File: src/rtl/nibble_serial_adder_ctrl.sv
// nibble_serial_adder_ctrl
//   Performs a WIDTH-bit addition by reusing one 4-bit carry-look-ahead slice,
//   one nibble per cycle, least-significant nibble first. A carry register
//   links consecutive nibbles. Latency is traded for area.
//
// Ports
//   clk        rising-edge clock
//   rst_n      asynchronous active-low reset
//   in_valid   operand set present            in_ready   block can accept operands
//   A, B       WIDTH-bit operands             Cin        carry in
//   out_valid  result valid                   out_ready  consumer accepts result
//   Sum        registered WIDTH-bit sum       Cout       registered carry out
//   Overflow   registered two's-complement overflow
module nibble_serial_adder_ctrl #(
  parameter int WIDTH = 16
) (
  input  logic             clk,
  input  logic             rst_n,
  input  logic             in_valid,
  output logic             in_ready,
  input  logic [WIDTH-1:0] A,
  input  logic [WIDTH-1:0] B,
  input  logic             Cin,
  output logic             out_valid,
  input  logic             out_ready,
  output logic [WIDTH-1:0] Sum,
  output logic             Cout,
  output logic             Overflow
);

  localparam int NIBBLES = WIDTH / 4;
  localparam int IDXW    = (NIBBLES > 1) ? $clog2(NIBBLES) : 1;
  localparam logic [IDXW-1:0] LAST_IDX = IDXW'(NIBBLES - 1);

  if (((WIDTH % 4) != 0) || (WIDTH < 8)) begin : g_bad_width
    $error("nibble_serial_adder_ctrl: WIDTH must be a multiple of 4 and >= 8");
  end

  typedef enum logic [1:0] {
    IDLE = 2'd0,
    RUN  = 2'd1,
    DONE = 2'd2
  } state_t;

  state_t           r_state;
  logic [IDXW-1:0]  r_idx;
  logic             r_carry;
  logic [WIDTH-1:0] r_a;
  logic [WIDTH-1:0] r_b;
  logic [WIDTH-1:0] r_sum;
  logic             r_cout;
  logic             r_ovf;

  logic [3:0]       w_a_nib;
  logic [3:0]       w_b_nib;
  logic [5:0]       w_slice;
  logic [3:0]       w_s;
  logic             w_c3;
  logic             w_c4;

  // 4-bit carry-look-ahead slice; returns {c4, c3, sum[3:0]}.
  // c3 is kept so overflow can be formed from carry into/out of the MSB.
  function automatic logic [5:0] cla4(input logic [3:0] a, input logic [3:0] b,
                                      input logic cin);
    logic [3:0] g;
    logic [3:0] p;
    logic [4:0] c;
    g    = a & b;
    p    = a ^ b;
    c    = '0;
    c[0] = cin;
    for (int i = 0; i < 4; i++) begin
      c[i+1] = g[i] | (p[i] & c[i]);
    end
    return {c[4], c[3], p ^ c[3:0]};
  endfunction

  // Nibble selection for the shared slice
  always_comb begin
    w_a_nib = '0;
    w_b_nib = '0;
    for (int n = 0; n < NIBBLES; n++) begin
      if (r_idx == IDXW'(n)) begin
        w_a_nib = r_a[4*n +: 4];
        w_b_nib = r_b[4*n +: 4];
      end
    end
  end

  assign w_slice = cla4(w_a_nib, w_b_nib, r_carry);
  assign w_c4    = w_slice[5];
  assign w_c3    = w_slice[4];
  assign w_s     = w_slice[3:0];

  // Sequencer: capture, nibble-serial accumulate, hold result
  always_ff @(posedge clk or negedge rst_n) begin
    if (!rst_n) begin
      r_state <= IDLE;
      r_idx   <= '0;
      r_carry <= 1'b0;
      r_a     <= '0;
      r_b     <= '0;
      r_sum   <= '0;
      r_cout  <= 1'b0;
      r_ovf   <= 1'b0;
    end else begin
      case (r_state)
        IDLE: begin
          if (in_valid) begin
            r_a     <= A;
            r_b     <= B;
            r_carry <= Cin;
            r_idx   <= '0;
            r_sum   <= '0;
            r_state <= RUN;
          end
        end
        RUN: begin
          for (int n = 0; n < NIBBLES; n++) begin
            if (r_idx == IDXW'(n)) r_sum[4*n +: 4] <= w_s;
          end
          r_carry <= w_c4;
          if (r_idx == LAST_IDX) begin
            // Final nibble carries the MSB, so the flags are formed here
            r_cout  <= w_c4;
            r_ovf   <= w_c3 ^ w_c4;
            r_idx   <= '0;
            r_state <= DONE;
          end else begin
            r_idx <= r_idx + 1'b1;
          end
        end
        DONE: begin
          if (out_ready) r_state <= IDLE;
        end
        default: r_state <= IDLE;
      endcase
    end
  end

  // Handshakes decode state only; no combinational path from the inputs
  assign in_ready  = (r_state == IDLE);
  assign out_valid = (r_state == DONE);
  assign Sum       = r_sum;
  assign Cout      = r_cout;
  assign Overflow  = r_ovf;

endmodule
File: config.mk
export PLATFORM = sky130hd
export DESIGN_NAME = nibble_serial_adder_ctrl
export DESIGN_NICKNAME = d
export VERILOG_FILES = /design/src/rtl/nibble_serial_adder_ctrl.sv
export SDC_FILE = /design/constraint.sdc
export NUM_CORES = 1
export LEC_CHECK = 0
export CAP_MARGIN = 30
export CORE_MARGIN = 5
export CORE_UTILIZATION = 40
export DETAILED_ROUTE_END_ITERATION = 10
export GPL_ROUTABILITY_DRIVEN = 0
export HOLD_SLACK_MARGIN = 0.02
export PLACE_DENSITY_LB_ADDON = 0.08
export SYNTH_ARGS = -nofsm -noshare
export SYNTH_HDL_FRONTEND = slang
export SYNTH_SLANG_ARGS = --single-unit
export TNS_END_PERCENT = 100
File: constraint.sdc
create_clock -name clk -period 6.8 [get_ports clk]
set_clock_uncertainty 0.1 [all_clocks]
set_input_delay 1.36 -clock clk [delete_from_list [all_inputs] [get_ports clk]]
set_output_delay 1.36 -clock clk [all_outputs]
set_load 0.005 [all_outputs]
==> run metrics <==
clock power share=0.136; most common cell in the synthesized netlist=dfrtp_1; part of the power in registers=0.360; Final Core Density=0.521; area share of the largest cell type after synthesis=0.528; min cycle time layout=3.97 ns; crit path max-delay cell type=fa_1; DP Area=0.00319 mm²; ys async rst share=1.00; Post-CTS Repair Setup Buffers=0; grt met1 use=0.195; DRT iter0 DRCs=83; CP cell instances=inv_1, ha_1, nor2b_1, a221o_2, o221ai_1, fa_1, fa_1, fa_1, fa_1, o311ai_0; #FFs+latches synth=55; Switching Power=0.000647 W; Worst-Skew Late Latency=0.31 ns; overall global routing resource usage=0.148; # diodes=0; critical path data required time=6.89 ns; worst hold path type=register to register; Syn Area/Cell=12.3 µm²; gr busiest metal=met2; post-CTS sizing=0; outcome=complete, no violations; number of distinct library cells after synthesis=33; Final Cycle Share=0.583; leakage=1.33 nW; row cnt=29; Routed Antenna Nets=0; # H-tree levels=2; via-per-instance ratio=5.35; Slew Limit Headroom=0.427; CP max FO=13; Min Hold Slack=0.408 ns; number of flops mapped to enable cells by yosys=0; Die W=90.7 µm; Clock Tree Buf Depth=2; synthesized cell area=0.00261 mm²; CTS tree=done; worst-margin pin slew=0.858 ns; Slew Viols, Final=0; vias in the first global route=1876; hold_buf cts=0; number of hold violations in the final report=0; peak supply drop=0.255 mV; share of layout cells above drive strength 1=0.195; max incr delay on CP=0.51 ns; sequential share of the synthesized area=0.528; drt wl/cell=16.9 µm; critical path arrival=4.06 ns; Synth area leader=dfrtp_1; most used cell, CP=fa_1; TritonRoute pass-1 iters=4; core area=0.00635 mm²; finished layout cell area=0.00331 mm²; met3 usage=0.0442; largest cells by area after synthesis=dfrtp_1 (53%), mux2_2 (13%), nand2_1 (5.9%); Power Internal=0.00103 W; CTS root buffer=clkbuf_8; Synth Net Count=257; final net count=311; first-pass GRT wire length=9740 µm; Post-DP HPWL=4310 µm; PD cells=506 mW/mm²; crit start category=register; Setup crit end kind=register; via count=1841; die area=0.00823 mm²; initial antenna violation count=0; final global-route overflow total=0; Sum Neg Setup Slack=0 ns; Initial Utilization=0.410; total CTS buffers=5; largest net degree at the start of global routing=56; Max-Cap Viols=0; critical path class=register to register; die height=90.7 µm; Comb power frac=0.504; # DRC=0; Clock Pin Slew Worst Setup and Hold Paths=0.10 ns; Max Fclk=252 MHz; final wirelength=5820 µm; Finish-stage setup viols=0; cells after synthesis=212; Synthesis Warnings=0; Sw Share=0.387; clk sinks=55; # port buffers=56; Main synth FF type=dfrtp_1; # IOs=57; overall power=0.00167 W; Layout area overhead=26.9%; RSZ-0062 raised after global routing=no; grt met2 use=0.226; synth cell count leaders=dfrtp_1 (55), nand2_1 (41), mux2_2 (30), o311ai_0 (16), o221ai_1 (7)
-- cell usage in the layout, fill, tap and decap left out, drive strengths merged, types with 2 or more instances in the layout --
cell type	synthesis	routed
a211oi	2	2
a21oi	2	2
a221o	6	6
a22o	2	2
buf	8	2
clkbuf	2	6
clkdlybuf4s50	0	55
clkinv	1	2
dfrtp	55	55
fa	4	4
ha	4	4
inv	5	5
mux2	32	32
nand2	41	41
nand2b	2	2
nand3b	2	2
nor2	3	3
nor2b	5	5
o21ai	5	5
o221ai	7	7
o311ai	16	16
or2	2	2
-- state kept, by name, summed over array words and instances (netlist names) --
signal and count:
Sum 16, Cout 1, r_a 16, r_b 16
r_carry 1, r_idx 2, r_state 2, Overflow 1
-- through the flow --
step           cells  setup WS, ns
2_1_floorplan    212          3.30
3_3_place_gp     336          3.07
3_5_place_dp     336          2.86
4_1_cts          344          2.85
5_1_grt          344          2.54
6_report         344          2.83
-- power groups by stage --
| stage | Clock, W | Sequential (W) | Combinational [W] |
|---|---|---|---|
| floorplan | 0 | 0.000555 | 0.000610 |
| global placement | 0 | 0.000614 | 0.000840 |
| global route | 0.000246 | 0.000622 | 0.000946 |
| CTS | 0.000233 | 0.000604 | 0.000854 |
| detailed placement | 0 | 0.000612 | 0.000852 |
| finish | 0.000228 | 0.000603 | 0.000842 |
-- worst max-delay path, delay by kind of cell, from the launching register on --
kind | cells | cell delay [ns]
buf+inv | 1 | 0.08
simple gates | 1 | 0.41
compound gates | 3 | 0.74
fa+ha+maj | 5 | 2.10
flops | 1 | 0.41
-- layer usage --
layer	part of all wire	up-vias
met4	0.023	0
met1	0.44	895
met5	0	-
li1	-	889
met3	0.057	10
met2	0.47	47
-- final cells by class --
cell class,instances,area (µm²)
inverter,6,22.5
sequential,55,1380
timing repair buffer,57,563
clock inverter,2,35.0
tap,77,96.3
clock buffer,6,82.6
multi-input combinational,141,1130
fill,565,3040
-- cell families (layout without fill, tap and decap cells) --
family	count (synthesis)	after routing	synth area share
AOI/OAI and AO/OA	43	43	0.140
buffers and inverters	16	71	0.0374
DFF	55	55	0.528
muxes	32	32	0.138
adders and majority gates	8	8	0.0499
xor gates and xnor gates	1	1	0.00336
and+or+nand+nor	57	57	0.103
-- worst paths after layout --
kind,end,depth (start not counted),from,slack (ns)
worst max register to register,Sum[3],10,r_idx[1],2.83
worst min register to register,Overflow,2,Overflow,0.41
min in group asynchronous,Sum[14],2,rst_n,1.08
max in group asynchronous,r_a[8],2,rst_n,5.07
worst max-delay path,Sum[3],10,r_idx[1],2.83
worst min-delay path,Overflow,2,Overflow,0.41
No activity file was read; power rests on OpenSTA's default activity.
